File: src/rtl/suma_mult_pkg.sv
// suma_mult_pkg
//   Shared definitions for the suma_mult engine: function-select encodings,
//   controller state encoding and the default operand width.
package suma_mult_pkg;

  localparam int WIDTH_DEF = 16;

  typedef enum logic [1:0] {
    MODE_SUM  = 2'b00,
    MODE_MULT = 2'b01,
    MODE_MAC  = 2'b10,
    MODE_RSVD = 2'b11
  } mode_e;

  typedef enum logic [1:0] {
    IDLE = 2'b00,
    RUN  = 2'b01,
    DONE = 2'b10
  } state_e;

endpackage

File: src/rtl/suma_mult_engine_if.sv
// suma_mult_engine_if
//   Request/result bundle of the suma_mult engine.
//   start  : request, honoured only while the engine is idle
//   mode   : function select (SUM / MULT / MAC / reserved)
//   op_a   : first operand (n for SUM)
//   op_b   : second operand (unused by SUM)
//   x      : result register, 2*WIDTH bits
//   busy   : high while iterating
//   done   : one-cycle completion pulse
//   master drives the request side, slave (the engine) drives the result side.
interface suma_mult_engine_if #(
  parameter int WIDTH = suma_mult_pkg::WIDTH_DEF
);
  logic                 start;
  logic [1:0]           mode;
  logic [WIDTH-1:0]     op_a;
  logic [WIDTH-1:0]     op_b;
  logic [2*WIDTH-1:0]   x;
  logic                 busy;
  logic                 done;

  modport master (
    output start, mode, op_a, op_b,
    input  x, busy, done
  );

  modport slave (
    input  start, mode, op_a, op_b,
    output x, busy, done
  );

endinterface

File: src/rtl/suma_mult_shiftadd.sv
// suma_mult_shiftadd
//   One step of a shift-add multiplier, shared by MULT and MAC.
//   acc_in / acc_out       : partial product before / after this step
//   mcand_in / mcand_out   : multiplicand, shifted left one place per step
//   mplier_in / mplier_out : multiplier, shifted right one place per step;
//                            bit 0 decides whether the multiplicand is added
module suma_mult_shiftadd #(
  parameter int WIDTH = 16
) (
  input  logic [2*WIDTH-1:0] acc_in,
  input  logic [2*WIDTH-1:0] mcand_in,
  input  logic [WIDTH-1:0]   mplier_in,
  output logic [2*WIDTH-1:0] acc_out,
  output logic [2*WIDTH-1:0] mcand_out,
  output logic [WIDTH-1:0]   mplier_out
);

  // Sum wraps modulo 2^(2*WIDTH); MAC relies on that silent wrap.
  assign acc_out    = mplier_in[0] ? (acc_in + mcand_in) : acc_in;
  assign mcand_out  = mcand_in << 1;
  assign mplier_out = mplier_in >> 1;

endmodule

File: src/rtl/suma_mult_engine.sv
// suma_mult_engine
//   Multi-cycle arithmetic engine computing one of:
//     SUM  : x = op_a*(op_a+1)/2        (op_a iterations)
//     MULT : x = op_a*op_b              (WIDTH iterations)
//     MAC  : x = x + op_a*op_b, wrapped (WIDTH iterations)
//   Ports:
//     clk  : clock, all state changes on the rising edge
//     rst  : synchronous active-high reset, aborts any operation in flight
//     bus  : suma_mult_engine_if slave (start/mode/op_a/op_b in,
//            x/busy/done out)
//   Operands and mode are latched on the accepting edge; x changes only on
//   completion or reset.
module suma_mult_engine
  import suma_mult_pkg::*;
#(
  parameter int WIDTH = WIDTH_DEF
) (
  input  logic                clk,
  input  logic                rst,
  suma_mult_engine_if.slave   bus
);

  localparam int ACC_W = 2 * WIDTH;
  // Largest iteration count is the SUM case with op_a = 2^WIDTH-1.
  localparam int MAX_L = (1 << WIDTH) - 1;
  localparam int CNT_W = $clog2(MAX_L + 1);

  state_e             state_q, state_d;
  mode_e              mode_q, mode_d;
  logic [CNT_W-1:0]   len_q, len_d;
  logic [CNT_W-1:0]   cnt_q, cnt_d;
  logic [ACC_W-1:0]   acc_q, acc_d;
  logic [ACC_W-1:0]   mcand_q, mcand_d;
  logic [WIDTH-1:0]   mplier_q, mplier_d;
  logic [ACC_W-1:0]   x_q, x_d;

  mode_e              start_mode;
  logic [CNT_W-1:0]   start_len;
  logic [ACC_W-1:0]   start_acc;
  logic [ACC_W-1:0]   step_acc;

  logic [ACC_W-1:0]   sa_acc;
  logic [ACC_W-1:0]   sa_mcand;
  logic [WIDTH-1:0]   sa_mplier;

  suma_mult_shiftadd #(
    .WIDTH (WIDTH)
  ) u_shiftadd (
    .acc_in     (acc_q),
    .mcand_in   (mcand_q),
    .mplier_in  (mplier_q),
    .acc_out    (sa_acc),
    .mcand_out  (sa_mcand),
    .mplier_out (sa_mplier)
  );

  // Controller and datapath next-state logic.
  always_comb begin
    state_d    = state_q;
    mode_d     = mode_q;
    len_d      = len_q;
    cnt_d      = cnt_q;
    acc_d      = acc_q;
    mcand_d    = mcand_q;
    mplier_d   = mplier_q;
    x_d        = x_q;

    // Iteration count and accumulator seed for a request seen this cycle.
    start_mode = mode_e'(bus.mode);
    start_len  = '0;
    start_acc  = '0;
    case (start_mode)
      MODE_SUM:  start_len = CNT_W'(bus.op_a);
      MODE_MULT: start_len = CNT_W'(WIDTH);
      MODE_MAC: begin
        start_len = CNT_W'(WIDTH);
        start_acc = x_q;
      end
      default:   start_len = '0;
    endcase

    // SUM adds the running index k (held in cnt_q); MULT/MAC take a
    // shift-add step.
    step_acc = (mode_q == MODE_SUM) ? (acc_q + ACC_W'(cnt_q)) : sa_acc;

    case (state_q)
      IDLE: begin
        if (bus.start) begin
          mode_d   = start_mode;
          len_d    = start_len;
          cnt_d    = CNT_W'(1);
          acc_d    = start_acc;
          mcand_d  = ACC_W'(bus.op_a);
          mplier_d = bus.op_b;
          if (start_len == '0) begin
            // Zero-length work completes on the accept edge; the reserved
            // mode leaves x untouched.
            state_d = DONE;
            if (start_mode != MODE_RSVD) begin
              x_d = start_acc;
            end
          end else begin
            state_d = RUN;
          end
        end
      end

      RUN: begin
        acc_d    = step_acc;
        mcand_d  = sa_mcand;
        mplier_d = sa_mplier;
        cnt_d    = cnt_q + CNT_W'(1);
        if (cnt_q == len_q) begin
          x_d     = step_acc;
          state_d = DONE;
        end
      end

      DONE: begin
        state_d = IDLE;
      end

      default: begin
        state_d = IDLE;
      end
    endcase
  end

  always_ff @(posedge clk) begin
    if (rst) begin
      state_q  <= IDLE;
      mode_q   <= MODE_SUM;
      len_q    <= '0;
      cnt_q    <= '0;
      acc_q    <= '0;
      mcand_q  <= '0;
      mplier_q <= '0;
      x_q      <= '0;
    end else begin
      state_q  <= state_d;
      mode_q   <= mode_d;
      len_q    <= len_d;
      cnt_q    <= cnt_d;
      acc_q    <= acc_d;
      mcand_q  <= mcand_d;
      mplier_q <= mplier_d;
      x_q      <= x_d;
    end
  end

  assign bus.x    = x_q;
  assign bus.busy = (state_q == RUN);
  assign bus.done = (state_q == DONE);

endmodule

File: src/flat_wrapper.sv
// flat-port wrapper written by rule: the top's interface ports become plain ports
module suma_mult_engine_flat import suma_mult_pkg::*;
#(
  parameter int WIDTH = WIDTH_DEF
)
  (clk, rst, bus_start, bus_mode, bus_op_a, bus_op_b, bus_x, bus_busy, bus_done);
  suma_mult_engine_if #(.WIDTH(WIDTH)) bus_i ();
  input  logic clk;
  input  logic rst;
  input wire logic [$bits(bus_i.start)-1:0] bus_start;
  input wire logic [$bits(bus_i.mode)-1:0] bus_mode;
  input wire logic [$bits(bus_i.op_a)-1:0] bus_op_a;
  input wire logic [$bits(bus_i.op_b)-1:0] bus_op_b;
  output wire logic [$bits(bus_i.x)-1:0] bus_x;
  output wire logic [$bits(bus_i.busy)-1:0] bus_busy;
  output wire logic [$bits(bus_i.done)-1:0] bus_done;
  assign bus_i.start = bus_start;
  assign bus_i.mode = bus_mode;
  assign bus_i.op_a = bus_op_a;
  assign bus_i.op_b = bus_op_b;
  assign bus_x = bus_i.x;
  assign bus_busy = bus_i.busy;
  assign bus_done = bus_i.done;
  suma_mult_engine #(.WIDTH(WIDTH)) u_core (.clk(clk), .rst(rst), .bus(bus_i));
endmodule
File: config.mk
export PLATFORM = sky130hd
export DESIGN_NAME = suma_mult_engine_flat
export DESIGN_NICKNAME = d
export VERILOG_FILES = /design/src/rtl/suma_mult_pkg.sv /design/src/rtl/suma_mult_engine_if.sv /design/src/rtl/suma_mult_shiftadd.sv /design/src/rtl/suma_mult_engine.sv /design/src/flat_wrapper.sv
export SDC_FILE = /design/constraint.sdc
export NUM_CORES = 1
export LEC_CHECK = 0
export BUFFER_PORTS_ARGS = -buffer_cell sky130_fd_sc_hd__buf_2
export CORE_MARGIN = 4
export CORE_UTILIZATION = 60
export DETAILED_ROUTE_END_ITERATION = 6
export PLACE_DENSITY = 0.8
export REMOVE_ABC_BUFFERS = 1
export SYNTH_ARGS = -nofsm -noshare
export SYNTH_HDL_FRONTEND = slang
export SYNTH_HIERARCHICAL = 1
export SYNTH_SLANG_ARGS = --single-unit
export TNS_END_PERCENT = 10
File: constraint.sdc
create_clock -name clk -period 6.1 [get_ports clk]
set_input_delay 0.61 -clock clk [delete_from_list [all_inputs] [get_ports clk]]
set_output_delay 0.61 -clock clk [all_outputs]
set_load 0.05 [all_outputs]
Yosys cells after proc, flatten, opt, wreduce, memory -nomap -nowiden
Cells that the tools add are included.

Flip-flop bits (word level): 148. Output and inout bits: 34. Logic and storage cells: 52.

Add/sub/neg operators: 3. Equality and inequality tests: 10. Muxes and demuxes: 21. Reduce and logical (&&, ||, !) cells: 10.

Operator list (number): $mux W32 (9); $pmux W32 S2 (3); $pmux W16 S2 (3); $add A32 B16 Y32 (1); $add A32 B32 Y32 (1); $mux W16 (2); $add A16 B1 Y16 const B (1); $eq A16 B16 Y1 (1); $logic_not A16 Y1 (1); $logic_not A2 Y1 (3); $mux W2 (3); $ne A2 B1 Y1 const B (3); $reduce_and A2 Y1 (3); $reduce_and A5 Y1 (1); $eq A2 B1 Y1 const B (2); $eq A2 B2 Y1 const B (2); $ne A2 B2 Y1 const B (2); $pmux W2 S2 (1); $reduce_bool A2 Y1 (1); $reduce_or A2 Y1 (1).

Logic depth before layout (Yosys ltp)
Depth after elaboration: 7. Gate-level depth with buffers: 14. Depth with buffers taken out: 14.

Cells and area by module
The synthesis kept the hierarchy.

Modules (own cells, without submodules): suma_mult_engine (instances 1, cells each 952, area each 7538.5 sq um, seq. area each 2962.8 sq um); suma_mult_shiftadd (instances 1, cells each 370, area each 2596.2 sq um, seq. area each 0.0 sq um).

Worst setup path after synthesis
Ideal clock, no wire load.

Path kind: reg-to-reg. Start: reg u_core.acc_q[0]. End: reg u_core.acc_q[28]. Library setup time: 0.119 ns. Arrival: 2.731 ns. Required time: 5.981 ns. Setup slack: 3.250 ns. Stages on the path, launching flop included: 14. Clock period less this slack: 2.850 ns. Cells stage by stage: dfxtp_1 ha_1 fa_1 a21oi_1 nand4b_1 a21oi_1 o211ai_1 nand3_1 and3_1 or4b_1 o21ai_0 a21oi_1 o31ai_1 nor2_1.

Longest elaborated chain between the ends: 4. Elaborated cells between the ends (all ways): 5.

Ends and longest elaborated chain: start, declared (RTL line suma_mult_engine.sv:32) `logic [ACC_W-1:0] acc_q, acc_d;`; start signal, assigned (RTL line suma_mult_engine.sv:135) `acc_q <= '0;`; start signal, assigned (RTL line suma_mult_engine.sv:144) `acc_q <= acc_d;`; $add A32 B32 Y32 (RTL line suma_mult_shiftadd.sv:19) `assign acc_out = mplier_in[0] ? (acc_in + mcand_in) : acc_in;`; $mux W32 (RTL line suma_mult_shiftadd.sv:19); named net u_core.sa_acc[28] (RTL line suma_mult_engine.sv:42) `logic [ACC_W-1:0] sa_acc;`; $mux W32 (RTL line suma_mult_engine.sv:84) `step_acc = (mode_q == MODE_SUM) ? (acc_q + ACC_W'(cnt_q)) : sa_acc;`; $pmux W32 S2 (RTL line suma_mult_engine.sv:86) `case (state_q)`.

The timed path passes the listed nets, and every way through them passes these cells. A chain may end at the register's enable or synchronous reset.

Worst setup path after layout
Start: reg u_core.acc_q[0]. End: reg u_core.x_q[28] (netlist: u_core/bus.x[28]).

Longest elaborated chain between the ends: 5. Elaborated cells between the ends (all ways): 6.

Ends and longest elaborated chain: $add A32 B32 Y32 (RTL line suma_mult_shiftadd.sv:19); $mux W32 (RTL line suma_mult_shiftadd.sv:19); named net u_core.sa_acc[28] (RTL line suma_mult_engine.sv:42); $mux W32 (RTL line suma_mult_engine.sv:84); $mux W32 (RTL line suma_mult_engine.sv:113) `if (cnt_q == len_q) begin`; $pmux W32 S2 (RTL line suma_mult_engine.sv:86); end signal, assigned (RTL line suma_mult_engine.sv:138) `x_q <= '0;`; end signal, assigned (RTL line suma_mult_engine.sv:147) `x_q <= x_d;`; end, declared (RTL line suma_mult_engine.sv:35) `logic [ACC_W-1:0] x_q, x_d;`.

The timed path passes the listed nets, and every way through them passes these cells. The select of a mux whose other input is x is not followed.

==> results.ini <==
[finish]
num_antenna_cells = 0
nNetsFinal = 1379
syn_to_final_growth_pct = 6.02
commonest_cells_after_routing_fill_and_taps_aside = nand2_1 (170), dfxtp_1 (147), a21oi_1 (145)
fillCellCount = 1455
mostFrequentLayoutCell = nand2_1
drive_gt1_share_pct = 13.1
sequential_cell_area_um2 = 2960
multiInputGateArea_um2 = 6420

[timing]
final.setup.worst_slack_ns = 2.63
tightest_slew_ns = 1.13
slew_headroom_pct = 24.4
finalSetupTns_ns = 0
clock_skew_ns = 0.0116
hold_viol = 0
finalMaxSlewViolations = 0
rsz0062_at_grt = false
layout_worst_path_cycle_share_pct = 56.8
finalSetupViolations = 0
period_minus_slack_ns = 3.47
fmaxAchievable_ghz = 0.288

[placed_design]
gpl.final_weighted_congestion = 0.994
hpwlAfterDp_um = 20200
port_buffers = 70
preCtsSetupSlack_ns = 2.76

[clock_network]
ctsLongestPathBuffers = 2
cts-buffers-inserted = 17
tritoncts = done
clock_sink_count = 148
post_cts.repair.setup_buffers = 0
cts.repair.resized = 0
cts-htree-levels = 4
insertion_delay_ns = 0.44
root_buffer = clkbuf_16
cts.hold.buffers_added = 0
clk_pin_slew_ns = 0.07

[synthesis]
syn-instance-count = 1322
ys_async_sr_fraction_pct = 0
synth_ff_type = dfxtp_1
netlist-cell-type-count = 78
number_of_flops_mapped_to_enable_cells_by_yosys = 0
seq_area_frac_synth_pct = 29.2
synth_area_per_cell_um2 = 7.67
syn-cell-area_um2 = 10100
yosys_warnings = 6
synth.ff_latch_count = 148

[grt]
grt.overflow.total = 0
grt_pass1_wl_um = 47000
gr-usage-met3_pct = 6.10
track_usage_pct = 31.2
gr-usage-met1_pct = 39.1
grt_pass1_vias = 9126
groute.layer.met2.usage_pct = 51.2
busiest_layer = met2
grt_max_degree = 81
grt_antenna_before_repair = 0

[setup_path]
reg2reg_slack_ns = 2.63
setup.worst_path.start = u_core/acc_q[0]
worst-r2r-cell-count = 12
crit_path_end = u_core/bus.x[28]
cp-end-kind = flop
worst_endpoint_data_arrival_time_ns = 3.75
criticalPathCategory = reg -> reg
worstReg2RegEnd = u_core/bus.x[28]
critical_path_required_ns = 6.38
cp-start-kind = flop
reg2reg_from = u_core/acc_q[0]
worstPathMaxFanout = 4

[floorplan]
chipHeight_um = 138
die-width_um = 138
rows = 47
design.die.area_um2 = 19000
initial_standard_cell_utilization_of_the_core_pct = 61.1
design.core.area_um2 = 16600
ios = 71

[pwr]
final_total_power_mw = 2.97
vdd_drop_max_mv = 0.213
cellPowerDensity_nw_per_um2 = 276
p_leak_nw = 4.33

[route]
drt_wl_total_um = 29200
route.detailed.wl_per_inst_um = 19.2
antenna_left = 0
num_vias = 9804
first_iter_violations = 986
firstDrtPassIters = 6
via_per_inst = 6.44
drcViolationCount = 0

[run]
cap_violations = 0

[outcome]
result_of_the_run = complete, no violations

[min_path]
hold_path.class = in -> reg

==> kinds of logic (layout without fill, tap and decap cells) <==
logic type | count (synthesis) | count (layout) | share of synthesized area (%)
mux | 28 | 28 | 3.04
other cells | 1 | 2 | 0.0370
compound gates | 390 | 390 | 25.5
xor+xnor | 62 | 62 | 5.36
simple gates | 492 | 492 | 22.5
flops | 148 | 148 | 29.2
fa+ha+maj | 53 | 53 | 6.69
buf+inv | 148 | 127 | 7.67
==> stage by stage <==
step | std cells | util, % | cell area, µm² | hold WS, ns
2_1_floorplan | 1189 | - | 9410 | 0.437
3_3_place_gp | 1490 | 61.2 | 10100 | 0.452
3_5_place_dp | 1490 | 61.2 | 10100 | 0.456
4_1_cts | 1522 | 64.8 | 10700 | 0.413
5_1_grt | 1522 | 64.8 | 10700 | 0.425
6_report | 1522 | 64.8 | 10700 | 0.422
==> flip-flops by register name (all words and copies together), names as in the netlist <==
name             count
u_core/acc_q        32
u_core/mcand_q      32
u_core/len_q        16
u_core/state_q       2
u_core/bus.x        32
u_core/cnt_q        16
u_core/mode_q        2
u_core/mplier_q     16
==> worst min path at each step <==
stage | from | endpoint | slack, ns | cells past startpoint
detailed placement | u_core/len_q[14] | u_core/len_q[14] | 0.46 | 2
global placement | u_core/len_q[3] | u_core/len_q[3] | 0.45 | 2
finish | bus_op_b[14] | u_core/mplier_q[14] | 0.42 | 3
global route | bus_mode[0] | u_core/mode_q[0] | 0.42 | 3
floorplan | u_core/len_q[0] | u_core/len_q[0] | 0.44 | 2
CTS | bus_op_b[14] | u_core/mplier_q[14] | 0.41 | 3
==> per-layer routing <==
layer,up-vias,share of wire (%)
met5,-,0
met4,0,4.4
met3,96,7.0
met2,423,47
met1,4578,41
li1,4707,-
==> cells in the mapped netlist, drive strengths merged (4+ instances only) <==
| library cell | number | share of area (%) |
|---|---|---|
| a211o | 5 | 0.43 |
| a211oi | 53 | 4.2 |
| a21o | 15 | 1.1 |
| a21oi | 146 | 7.2 |
| a221oi | 4 | 0.35 |
| a222oi | 7 | 0.69 |
| a22o | 5 | 0.43 |
| a22oi | 22 | 1.6 |
| a311oi | 27 | 2.3 |
| a31oi | 16 | 0.99 |
| and2 | 5 | 0.31 |
| and3 | 17 | 1.1 |
| and4 | 6 | 0.52 |
| buf | 79 | 5.1 |
| clkbuf | 55 | 2.0 |
| dfxtp | 148 | 29 |
| ha | 51 | 6.3 |
| inv | 14 | 0.52 |
| mux2 | 22 | 2.4 |
| mux2i | 6 | 0.59 |
| nand2 | 171 | 6.3 |
| nand2b | 7 | 0.43 |
| nand3 | 64 | 3.2 |
| nand3b | 5 | 0.37 |
| nand4 | 17 | 1.0 |
| nor2 | 135 | 5.0 |
| nor2b | 9 | 0.56 |
| nor3 | 18 | 0.94 |
| nor4 | 9 | 0.56 |
| o2111ai | 4 | 0.35 |
| o211ai | 7 | 0.57 |
| o21a | 5 | 0.37 |
| o21ai | 46 | 2.4 |
| o21bai | 6 | 0.44 |
| o31ai | 5 | 0.42 |
| or2 | 12 | 0.74 |
| or3 | 5 | 0.31 |
| xnor2 | 28 | 2.4 |
| xor2 | 34 | 2.9 |
==> cell type report <==
| cell class | count | share of cell area (%) |
|---|---|---|
| Multi-Input combinational cell | 1027 | 59.7 |
| Sequential cell | 148 | 27.6 |
| Tap cell | 220 | 2.56 |
| Inverter | 14 | 0.489 |
| Timing Repair Buffer | 81 | 4.05 |
| Clock buffer | 20 | 4.25 |
| Clock inverter | 12 | 1.34 |
==> report_power, final <==
group | internal [mW] | switching (mW) | leakage, nW
registers | 1.05 | 0.103 | 1.21
clock network | 0.632 | 0.452 | 0.296
logic | 0.244 | 0.488 | 2.83
total | 1.92 | 1.04 | 4.33
==> worst max-delay path, stage by stage (launching register included) <==
cell and delay [ns]:
dfxtp_1 0.35, ha_1 0.25, fa_1 0.42, a21oi_1 0.22, nand4b_1 0.17, a21oi_1 0.13, o211ai_1 0.30, nand3_1 0.18
and3_1 0.18, or4b_1 0.55, o21ai_0 0.29, nand3b_1 0.17, a21oi_1 0.10
(Power assumes the default switching activity.)
